[config.mk]
export PLATFORM = sky130hd
export DESIGN_NAME = rs_symbol_buffer
export DESIGN_NICKNAME = d
export VERILOG_FILES = /design/src/rtl/rs_symbol_buffer.sv
export SDC_FILE = /design/constraint.sdc
export NUM_CORES = 1
export LEC_CHECK = 0
export ABC_AREA = 1
export ABC_CLOCK_PERIOD_IN_PS = 4400
export BUFFER_PORTS_ARGS = -buffer_cell sky130_fd_sc_hd__buf_2
export CAP_MARGIN = 20
export CORE_ASPECT_RATIO = 0.75
export CORE_UTILIZATION = 45
export DETAILED_ROUTE_END_ITERATION = 16
export GPL_TIMING_DRIVEN = 0
export PLACE_DENSITY = 0.68
export SYNTH_ARGS = -nofsm -noshare
export SYNTH_HDL_FRONTEND = slang
export SYNTH_SLANG_ARGS = --single-unit
[constraint.sdc]
create_clock -name clock -period 4.4 [get_ports clock]
set_input_delay 0.22 -clock clock [delete_from_list [all_inputs] [get_ports clock]]
set_output_delay 0.22 -clock clock [all_outputs]
set_load 0.1 [all_outputs]
[src/rtl/rs_symbol_buffer.sv]
// rs_symbol_buffer: circular codeword symbol buffer with pad, flow control and frame markers
module rs_symbol_buffer #(
    parameter int SYM_W = 5,
    parameter int N = 31,
    parameter int WORDS = 2,
    localparam int DEPTH = N * WORDS,
    localparam int CW = $clog2(DEPTH + 1)
) (
    input  logic             clock,
    input  logic             reset,
    input  logic             flush,
    input  logic             in_valid,
    input  logic             in_pad,
    input  logic [SYM_W-1:0] in_sym,
    output logic             in_ready,
    input  logic             out_req,
    output logic             out_valid,
    output logic [SYM_W-1:0] out_sym,
    output logic             out_sof,
    output logic             out_eof,
    output logic [CW-1:0]    count,
    output logic             word_avail,
    output logic             err_underflow
);
    localparam int PW = $clog2(DEPTH);
    localparam int RW = $clog2(N);
    localparam logic [CW-1:0] DEPTH_C = CW'(DEPTH);
    localparam logic [CW-1:0] N_C = CW'(N);
    localparam logic [PW-1:0] PTR_LAST = PW'(DEPTH - 1);
    localparam logic [RW-1:0] RI_LAST = RW'(N - 1);
    logic [SYM_W-1:0] mem_q [DEPTH];
    logic [PW-1:0] wp_q, wp_d, rp_q, rp_d;
    logic [RW-1:0] ri_q, ri_d;
    logic [CW-1:0] count_q, count_d;
    logic out_valid_q, out_valid_d, out_sof_q, out_sof_d, out_eof_q, out_eof_d;
    logic err_q, err_d;
    logic [SYM_W-1:0] out_sym_q, out_sym_d;
    logic wr, rd;
    always_comb begin
        in_ready = (count_q < DEPTH_C) && !reset && !flush;
        wr = in_valid && in_ready;
        rd = out_req && (count_q != '0) && !flush;
        wp_d = flush ? '0 : wr ? (wp_q == PTR_LAST ? '0 : wp_q + 1'b1) : wp_q;
        rp_d = flush ? '0 : rd ? (rp_q == PTR_LAST ? '0 : rp_q + 1'b1) : rp_q;
        ri_d = flush ? '0 : rd ? (ri_q == RI_LAST ? '0 : ri_q + 1'b1) : ri_q;
        count_d = flush ? '0 : (wr && !rd) ? count_q + 1'b1 : (rd && !wr) ? count_q - 1'b1 : count_q;
        out_valid_d = rd;
        out_sof_d = rd && (ri_q == '0);
        out_eof_d = rd && (ri_q == RI_LAST);
        out_sym_d = rd ? mem_q[rp_q] : out_sym_q;
        err_d = err_q || (out_req && (count_q == '0));
    end
    always_ff @(posedge clock)
        if (wr) mem_q[wp_q] <= in_pad ? '0 : in_sym;
    always_ff @(posedge clock) begin
        if (reset) begin
            wp_q <= '0;
            rp_q <= '0;
            ri_q <= '0;
            count_q <= '0;
            out_valid_q <= 1'b0;
            out_sof_q <= 1'b0;
            out_eof_q <= 1'b0;
            out_sym_q <= '0;
            err_q <= 1'b0;
        end else begin
            wp_q <= wp_d;
            rp_q <= rp_d;
            ri_q <= ri_d;
            count_q <= count_d;
            out_valid_q <= out_valid_d;
            out_sof_q <= out_sof_d;
            out_eof_q <= out_eof_d;
            out_sym_q <= out_sym_d;
            err_q <= err_d;
        end
    end
    assign out_valid = out_valid_q;
    assign out_sym = out_sym_q;
    assign out_sof = out_sof_q;
    assign out_eof = out_eof_q;
    assign count = count_q;
    assign word_avail = count_q >= N_C;
    assign err_underflow = err_q;
endmodule
==> flow_metrics.tcl <==
set metrics [dict create \
    routed_wl_um 42600 \
    placed_cell_area_sq_um 15900 \
    nets 1592 \
    grt.total_usage_pct 25.9 \
    fmax_mhz 346 \
    dr_total_vias 11000 \
    grt_pass1_vias 10300 \
    wl_per_cell_um 20.9 \
    io_pins 28 \
    setup_viol 0 \
    synth_cell_types 32 \
    worstReg2RegStart "count[1]" \
    synth_cells 1498 \
    first_pass_iters 6 \
    critPathMaxFanout 7 \
    cts_max_level 2 \
    cts_buffer_depth 3 \
    ys_seq_area_share_pct 66.3 \
    startpoint "reset" \
    stdcell_count 2035 \
    coreArea_sq_um 32600 \
    clk_pin_slew_ns 0.06 \
    cts_tree "yes" \
    p_total_mw 6.75 \
    async_flop_share_pct 0 \
    pre_cts_ws_ns 1.55 \
    power-per-cell-area_nw_per_um2 399 \
    ys.flop_type "edfxtp_1" \
    timing.final.ws_setup_ns 1.51 \
    fp.dieW_um 213 \
    rsz0062_at_grt "no" \
    drive_above_1_share_pct 9.67 \
    critPathCapture "mem_q[30][4]" \
    start_kind "input port" \
    place_inst 1973 \
    rows 57 \
    hold_viol 0 \
    leakagePower_nw 6.78 \
    drt_iter0_drc 1419 \
    io_buffers 27 \
    synth.area.top_cells "edfxtp_1 (62%), nand2_1 (11%), nor2_1 (5.3%)" \
    synth_nets 1522 \
    antenna_found_initial 0 \
    post-cts-setup-buffer-count 0 \
    crit_type "in2reg" \
    finish.instance_area_sq_um 16900 \
    drc 0 \
    syn-cell-area_sq_um 15000 \
    cts_resized 0 \
    ir_drop_uv 453 \
    hold_slack_ns 0.0382 \
    finalCriticalPeriod_ns 2.89 \
    drv_cap 0 \
    insertion_delay_ns 0.54 \
    timing.rr.end "count[5]" \
    root_buffer "clkbuf_16" \
    syn2layout_area_growth_pct 12.9 \
    synth_edf_count 310 \
    die_y_um 160 \
    yosys.area.top_type_share_pct 62.0 \
    hold_buffers 1 \
    endpoint_kind "flop" \
    start_util_pct 46.1 \
    gp_congestion 0.927 \
    finalClockSkew_ns 0.0218 \
    r2r_cells 13 \
    cts_sinks 342 \
    fin_crit_sh_pct 65.8 \
    worstMarginPinSlew_ns 0.961 \
    grt_pass1_wl_um 64000 \
    cp_data_arrival_time_ns 3.05 \
    slew_violations 0 \
    grt_max_degree 37 \
    yosys_register_bits 342 \
    antenna_left 0 \
    antenna_cells 0 \
    post_drt_via_cell_ratio 5.40 \
    synth_area_per_cell_sq_um 10.0 \
    cts_buffers 34 \
    outcome "completed" \
    synth_top_area_cell "edfxtp_1" \
    die_area_sq_um 34100 \
    worstPathRequired_ns 4.55 \
    yosysWarnings 0 \
    grt-ovfl-total 0 \
    hp-class "in2reg" \
    relSlewSlack_pct 35.7 \
    rrSetupSlack_ns 1.62 \
    dp_hpwl_um 29200 \
]
-- worst max-delay path, cell delays in order --
cell and delay, ns:
dlygate4sd3_1 0.53, buf_2 0.14, nor2_2 0.36, inv_2 0.07
nor2_2 0.17, nand2_2 0.18, nor2_4 0.17, nand3_1 0.46
nor2_1 0.74
-- power breakdown --
group	switching (mW)	total, mW	internal, mW
clock	1.22	2.83	1.60
sequential	0.00873	3.56	3.55
combinational	0.282	0.371	0.0892
total	1.52	6.75	5.24
-- sequential cells by signal (all words and copies together) (netlist names) --
signal	count
mem_q	310
count	6
rp_q	6
wp_q	6
out_sym	5
ri_q	5
err_underflow	1
out_eof	1
out_sof	1
out_valid	1
-- layout make-up --
class	count	area (sq um)
fill	2936	15600
sequential	342	9950
buffer	62	397
clock buffer	50	1010
timing repair buffer	34	273
multi-input combinational	930	4080
tap	442	553
inverter	164	621
clock inverter	11	56.3
-- layout by cell type (no fill, tap or decap), types with 2 or more instances in the layout --
cell type	Yosys	layout
inv_2	5	5
nor2_4	3	8
dfxtp_1	32	32
inv_4	2	2
xnor2_1	3	3
buf_4	11	11
nand4_1	4	4
nand2_2	2	2
a211oi_1	3	3
o211ai_1	2	2
clkinv_1	2	7
nand2_1	424	424
clkbuf_8	0	4
nor3_1	10	10
buf_12	0	2
clkinv_2	0	3
clkinvlp_4	0	3
nor2_2	2	2
ha_1	12	12
o21ai_0	46	46
edfxtp_1	310	310
nand3_1	143	143
xor2_1	3	3
clkbuf_16	0	37
buf_6	11	11
nor2_1	212	207
buf_16	0	3
a21oi_1	28	28
buf_1	4	4
buf_2	32	60
nor3b_1	2	2
inv_1	155	155
o21ai_1	27	27
clkbuf_1	4	13
-- cells by family (layout without fill, tap and decap cells) --
| kind of cell | Yosys count | in the layout | share of synthesized area [%] |
|---|---|---|---|
| xor gates and xnor gates | 6 | 6 | 0.350 |
| adders and majority gates | 13 | 13 | 1.13 |
| and+or+nand+nor | 804 | 804 | 21.8 |
| AOI/OAI and AO/OA | 107 | 107 | 3.67 |
| buffers and inverters | 226 | 321 | 6.78 |
| DFF | 342 | 342 | 66.3 |
-- per-layer routing --
layer	track usage (%)	vias up	wire length, um
li1	-	5070	-
met1	40.3	5230	18800
met2	35.8	633	17500
met3	6.45	57	5370
met4	6.51	0	965
met5	0	-	0
-- stage by stage --
step                      setup TNS [ns]  utilization, %
after floorplan                        0               -
after global placement            -18.54            48.2
after detailed placement               0            48.7
after CTS                              0            52.0
after global routing                   0            52.0
final                                  0            52.0
-- cells in the mapped netlist, types with 10 or more instances --
| cell | count |
|---|---|
| nor3_1 | 10 |
| edfxtp_1 | 310 |
| buf_4 | 11 |
| nand3_1 | 143 |
| o21ai_0 | 46 |
| dfxtp_1 | 32 |
| a21oi_1 | 28 |
| o21ai_1 | 27 |
| ha_1 | 12 |
| nand2_1 | 424 |
| nor2_1 | 212 |
| buf_6 | 11 |
| buf_2 | 32 |
| inv_1 | 155 |
-- how the worst min path moves through the flow --
stage | start | cells past startpoint | endpoint | slack [ns]
floorplan | reset | 1 | err_underflow | 0.29
global placement | reset | 2 | err_underflow | 0.42
detailed placement | reset | 2 | err_underflow | 0.43
CTS | out_req | 5 | err_underflow | 0.03
global route | out_req | 5 | err_underflow | 0.05
finish | out_req | 5 | err_underflow | 0.04
No activity file was read; power rests on OpenSTA's default activity.
